<file path="src/rtl/riscv_fetch.sv">
// rtl/riscv_fetch.sv - instruction fetch stage with single-outstanding imem port and IF/ID register
module riscv_fetch #(
    parameter logic [31:0] RESET_PC  = 32'h0000_0000,
    parameter logic [31:0] NOP_INSTR = 32'h0000_0013
) (
    input  logic        clk_i,
    input  logic        rst_i,
    input  logic        stall_i,
    input  logic        redirect_i,
    input  logic [31:0] redirect_pc_i,
    output logic        imem_req_o,
    output logic [31:0] imem_addr_o,
    input  logic        imem_ack_i,
    input  logic [31:0] imem_rdata_i,
    output logic [31:0] Instruction_o,
    output logic [31:0] PC_o,
    output logic [31:0] PC_plus4_o,
    output logic        Valid_o
);

    typedef enum logic [1:0] {
        S_FETCH = 2'd0,
        S_HOLD  = 2'd1,
        S_DROP  = 2'd2
    } state_t;

    localparam logic [31:0] RESET_PC_ALIGNED = RESET_PC & ~32'd3;

    state_t      r_state;
    logic [31:0] r_pc;
    logic [31:0] r_drop_addr;
    logic [31:0] r_buf_instr;
    logic [31:0] r_buf_pc;
    logic [31:0] r_instr;
    logic [31:0] r_pc_out;
    logic [31:0] r_pc4_out;
    logic        r_valid;

    logic [31:0] w_pc_plus4;
    logic [31:0] w_buf_pc_plus4;
    logic [31:0] w_redirect_pc;

    assign w_pc_plus4     = r_pc + 32'd4;
    assign w_buf_pc_plus4 = r_buf_pc + 32'd4;
    assign w_redirect_pc  = redirect_pc_i & ~32'd3;

    // The memory shares rst_i, so any in-flight request is simply abandoned on reset.
    assign imem_req_o  = !rst_i && (r_state != S_HOLD);
    assign imem_addr_o = (r_state == S_DROP) ? r_drop_addr : r_pc;

    assign Instruction_o = r_instr;
    assign PC_o          = r_pc_out;
    assign PC_plus4_o    = r_pc4_out;
    assign Valid_o       = r_valid;

    always_ff @(posedge clk_i) begin
        if (rst_i) begin
            r_state     <= S_FETCH;
            r_pc        <= RESET_PC_ALIGNED;
            r_drop_addr <= 32'd0;
            r_buf_instr <= NOP_INSTR;
            r_buf_pc    <= 32'd0;
            r_instr     <= NOP_INSTR;
            r_pc_out    <= 32'd0;
            r_pc4_out   <= 32'd0;
            r_valid     <= 1'b0;
        end else if (redirect_i) begin
            r_instr     <= NOP_INSTR;
            r_valid     <= 1'b0;
            r_pc        <= w_redirect_pc;
            r_buf_instr <= NOP_INSTR;
            r_buf_pc    <= 32'd0;
            case (r_state)
                S_FETCH: begin
                    // Without an ack the old request must run to completion, so remember its address.
                    if (!imem_ack_i) begin
                        r_drop_addr <= r_pc;
                        r_state     <= S_DROP;
                    end
                end
                S_HOLD:  r_state <= S_FETCH;
                S_DROP:  r_state <= S_DROP;
                default: r_state <= S_FETCH;
            endcase
        end else begin
            case (r_state)
                S_FETCH: begin
                    if (imem_ack_i) begin
                        r_pc <= w_pc_plus4;
                        if (!stall_i) begin
                            r_instr   <= imem_rdata_i;
                            r_pc_out  <= r_pc;
                            r_pc4_out <= w_pc_plus4;
                            r_valid   <= 1'b1;
                        end else begin
                            r_buf_instr <= imem_rdata_i;
                            r_buf_pc    <= r_pc;
                            r_state     <= S_HOLD;
                        end
                    end else if (!stall_i) begin
                        r_instr <= NOP_INSTR;
                        r_valid <= 1'b0;
                    end
                end
                S_HOLD: begin
                    if (!stall_i) begin
                        r_instr     <= r_buf_instr;
                        r_pc_out    <= r_buf_pc;
                        r_pc4_out   <= w_buf_pc_plus4;
                        r_valid     <= 1'b1;
                        r_buf_instr <= NOP_INSTR;
                        r_state     <= S_FETCH;
                    end
                end
                S_DROP: begin
                    if (imem_ack_i) begin
                        r_state <= S_FETCH;
                    end
                    if (!stall_i) begin
                        r_instr <= NOP_INSTR;
                        r_valid <= 1'b0;
                    end
                end
                default: r_state <= S_FETCH;
            endcase
        end
    end

endmodule

</file>
<file path="config.mk">
export PLATFORM = sky130hd
export DESIGN_NAME = riscv_fetch
export DESIGN_NICKNAME = d
export VERILOG_FILES = /design/src/rtl/riscv_fetch.sv
export SDC_FILE = /design/constraint.sdc
export NUM_CORES = 1
export LEC_CHECK = 0
export BUFFER_PORTS_ARGS = -buffer_cell sky130_fd_sc_hd__buf_2
export CORE_MARGIN = 10
export CORE_UTILIZATION = 50
export DETAILED_ROUTE_END_ITERATION = 10
export PLACE_DENSITY = 0.78
export SYNTH_ARGS = -nofsm -noshare
export SYNTH_HDL_FRONTEND = slang
export SYNTH_SLANG_ARGS = --single-unit
</file>
<file path="constraint.sdc">
create_clock -name clk_i -period 2.2 [get_ports clk_i]
set_input_delay 0.22 -clock clk_i [delete_from_list [all_inputs] [get_ports clk_i]]
set_output_delay 0.22 -clock clk_i [all_outputs]
set_load 0.05 [all_outputs]
</file>
==> impl_metrics.yaml <==
cts:
  cts_root_buf: "clkbuf_16"
  htreeDepth: 1
  numCtsBuffers: 24
  cts.path.max_buffers: 3
  cts_tree: "built"
  cts.sinks: 217
  clk_pin_slew_ns: 0.06
  clk_latency_ns: 0.54
finish:
  multi_input_area_sq_um: 5891
  drive_above_1_share: 0.2610
  area_growth_pct: 27.22
  nets: 1622
  seq_area_sq_um: 4352
  nFillCells: 1728
  post-route-util: 0.6470
  design_area_sq_um: 13600
global_route:
  grt_start_max_net_pins: 75
  grt_usage: 0.2380
  grt_overflow: 0
  antenna_found_initial: 1
  first_global_vias: 10610
  grt_first_pass_wirelength_microns: 55660
setup_path:
  crit-reg2reg-launch: "r_pc[2]"
  cp_max_fo: 2
  path_class: "reg -> reg"
  worstSetupStartpoint: "r_pc[2]"
  regToRegEndpoint: "r_pc[26]"
  r2r_slack_ns: -0.08
  cp-start-kind: "register"
  cp-end-kind: "register"
  crit_required_ns: 2.64
  endpoint: "r_pc[26]"
  reg2reg_depth: 6
  cp.arrival_ns: 2.72
pwr:
  finalPower_w: 0.01044
  p_leak_nw: 5.437
  ir_worst_vdd_mv: 0.6565
  power_density_nw_per_um2: 767.4
sta:
  drv_slew: 0
  post-route-min-period_ns: 2.281
  rsz0062_at_grt: "true"
  finalHoldViolations: 0
  fin_setup_tns_ns: -0.08109
  slew_headroom: 0.5439
  worst_clock_skew_ns: 0.01915
  setup_viol: 1
  fmax_mhz: 438.4
  worstMarginPinSlew_ns: 0.6842
  min_period_over_period: 1.037
  postLayoutSetupSlackWorst_ns: -0.08109
yosys:
  seq_area_frac_synth: 0.4064
  synth_cell_type_count: 53
  synth-seq-cells: 217
  synth_fa_ha_area_frac: 0.007022
  synth-edff-count: 0
  post-synth-top-area-fraction: 0.4064
  synth-compound-area-share: 0.1914
  synth_cells: 1331
  synth_xor_area_frac: 0.04670
  syn_area_sq_um: 10690
  synth_area_leaders: "dfxtp_1 (41%), nand2_1 (6.5%), a21oi_1 (5.5%)"
  synth_ff_type: "dfxtp_1"
  synth_top_family_by_area: "simple AND/OR/NAND/NOR gates"
  syn_avg_cell_area_sq_um: 8.032
  synthMuxAreaShare: 0.06519
  synthArstFlopShare: 0
  yosysWarnings: 0
  synth_top_area_cell: "dfxtp_1"
  synth_simple_gate_area_frac: 0.2235
detailed_routing:
  vias: 10830
  wirelength_microns: 35540
  initialDrtViolationCount: 941
  drc: 0
  wire_per_inst_microns: 19.33
  ant_nets: 0
  routed_via_density: 5.889
  drt-pass1-iter-count: 5
floorplanning:
  core_sq_um: 21020
  start_util: 0.5085
  die_w_microns: 166.2
  num_rows: 53
  io_pins: 199
  dieArea_sq_um: 27630
  die_h_microns: 166.2
min_path:
  hp-start: "redirect_pc_i[27]"
  hp-class: "in -> reg"
status:
  violations: "setup timing"
  status: "complete, but fails checks"
placement:
  placed_area_sq_um: 12400
  portBuffers: 190
  gp_congestion: 0.9252
  dpl.hpwl_microns: 24560
run:
  maxCapViolCount: 0
==> routing by layer <==
layer,up-vias,wire [microns],share of wire,GRT usage
met2,505,17060,0.48,0.4009
met3,109,3261,0.092,0.06365
met1,5103,13660,0.38,0.2782
met4,0,1561,0.044,0.1042
li1,5112,-,-,-
met5,-,0,0,0
==> sequential cells by signal, summed over array words and instances, names as in the netlist, named ones only <==
register	cells
PC_o	30
Instruction_o	32
r_buf_instr	32
r_pc	30
r_buf_pc	30
r_drop_addr	30
PC_plus4_o	30
r_state	2
==> synth_stat cells (all sizes together) (29+ instances only) <==
cell and n:
mux2i 37, nand2 185, nand3 29, and3 32
xnor2 31, nor2 139, a22o 30, a211oi 48
mux2 29, nor3 41, o21ai 30, a22oi 32
dfxtp 217, clkbuf 115, a21oi 118
==> critical path, stage by stage (launching register included) <==
cell and delay, ns:
dfxtp_4 0.37, ha_4 0.15, nand3_4 0.08, or4_4 0.53, or4_4 0.49, or3_4 0.34
a311oi_2 0.23
==> worst min path at each step <==
stage	to	depth (start not counted)
finish	r_pc[27]	3
detailed placement	r_drop_addr[29]	2
global placement	r_drop_addr[29]	2
floorplan	r_pc[2]	2
global route	r_pc[28]	3
CTS	r_pc[27]	3
==> stage by stage <==
step	cells	hold slack (ns)	setup slack, ns
final	1839	0.008749	-0.08109
after global routing	1839	0.007175	-0.1322
after CTS	1837	0.001320	-0.05663
after detailed placement	1771	0.4466	-0.1179
after global placement	1771	0.4377	-0.07380
after floorplan	1336	0.3627	0.005767
==> area by class of cell <==
type | count | area share
multi-input combinational | 964 | 0.4331
sequential | 217 | 0.3200
timing repair buffer | 327 | 0.1581
clock buffer | 32 | 0.04931
tap | 275 | 0.02530
clock inverter | 10 | 0.01049
inverter | 13 | 0.003588
antenna | 1 | 0.0001840
==> what timing repair did <==
item | 4_1_cts | 5_1_grt
setup buffers | 2 | 1
pin swaps | 1 | 5
hold endpoints to repair | 21 | 0
hold buffers | 21 | 0
cloned | 1 | 0
resized for setup | 13 | 16
setup endpoints to repair | 40 | 13
==> placed cells by master (no fill, tap or decap), drive strengths merged, types with 4 or more instances in the layout <==
cell type and count:
buf 306, dfxtp 217, nand2 185, nor2 139, a21oi 118, a211oi 48
nor3 41, mux2i 37, a22oi 32, and3 32, clkbuf 32, xnor2 31
a22o 30, o21ai 30, mux2 29, nand3 29, xor2 26, nand4 21
dlygate4sd3 21, nor4 20, inv 13, o211ai 12, or3 11, o21a 8
or4 8, and4 7, nand2b 6, o31a 6, o31ai 6, conb 6
clkinv 6, ha 6, and2 5, a221o 4, nor2b 4
==> kinds of logic after synthesis <==
logic type      Yosys count
xor+xnor                 57
mux                      66
simple gates            516
compound gates          313
other cells               1
buf+inv                 155
flops                   217
fa+ha+maj                 6
==> power by group <==
| part | total (W) | internal (W) | switching, W |
|---|---|---|---|
| sequential | 0.00419 | 0.00409 | 0.000102 |
| combinational | 0.00208 | 0.000699 | 0.00138 |
| clock | 0.00417 | 0.00249 | 0.00167 |
No activity file was read; power rests on OpenSTA's default activity.
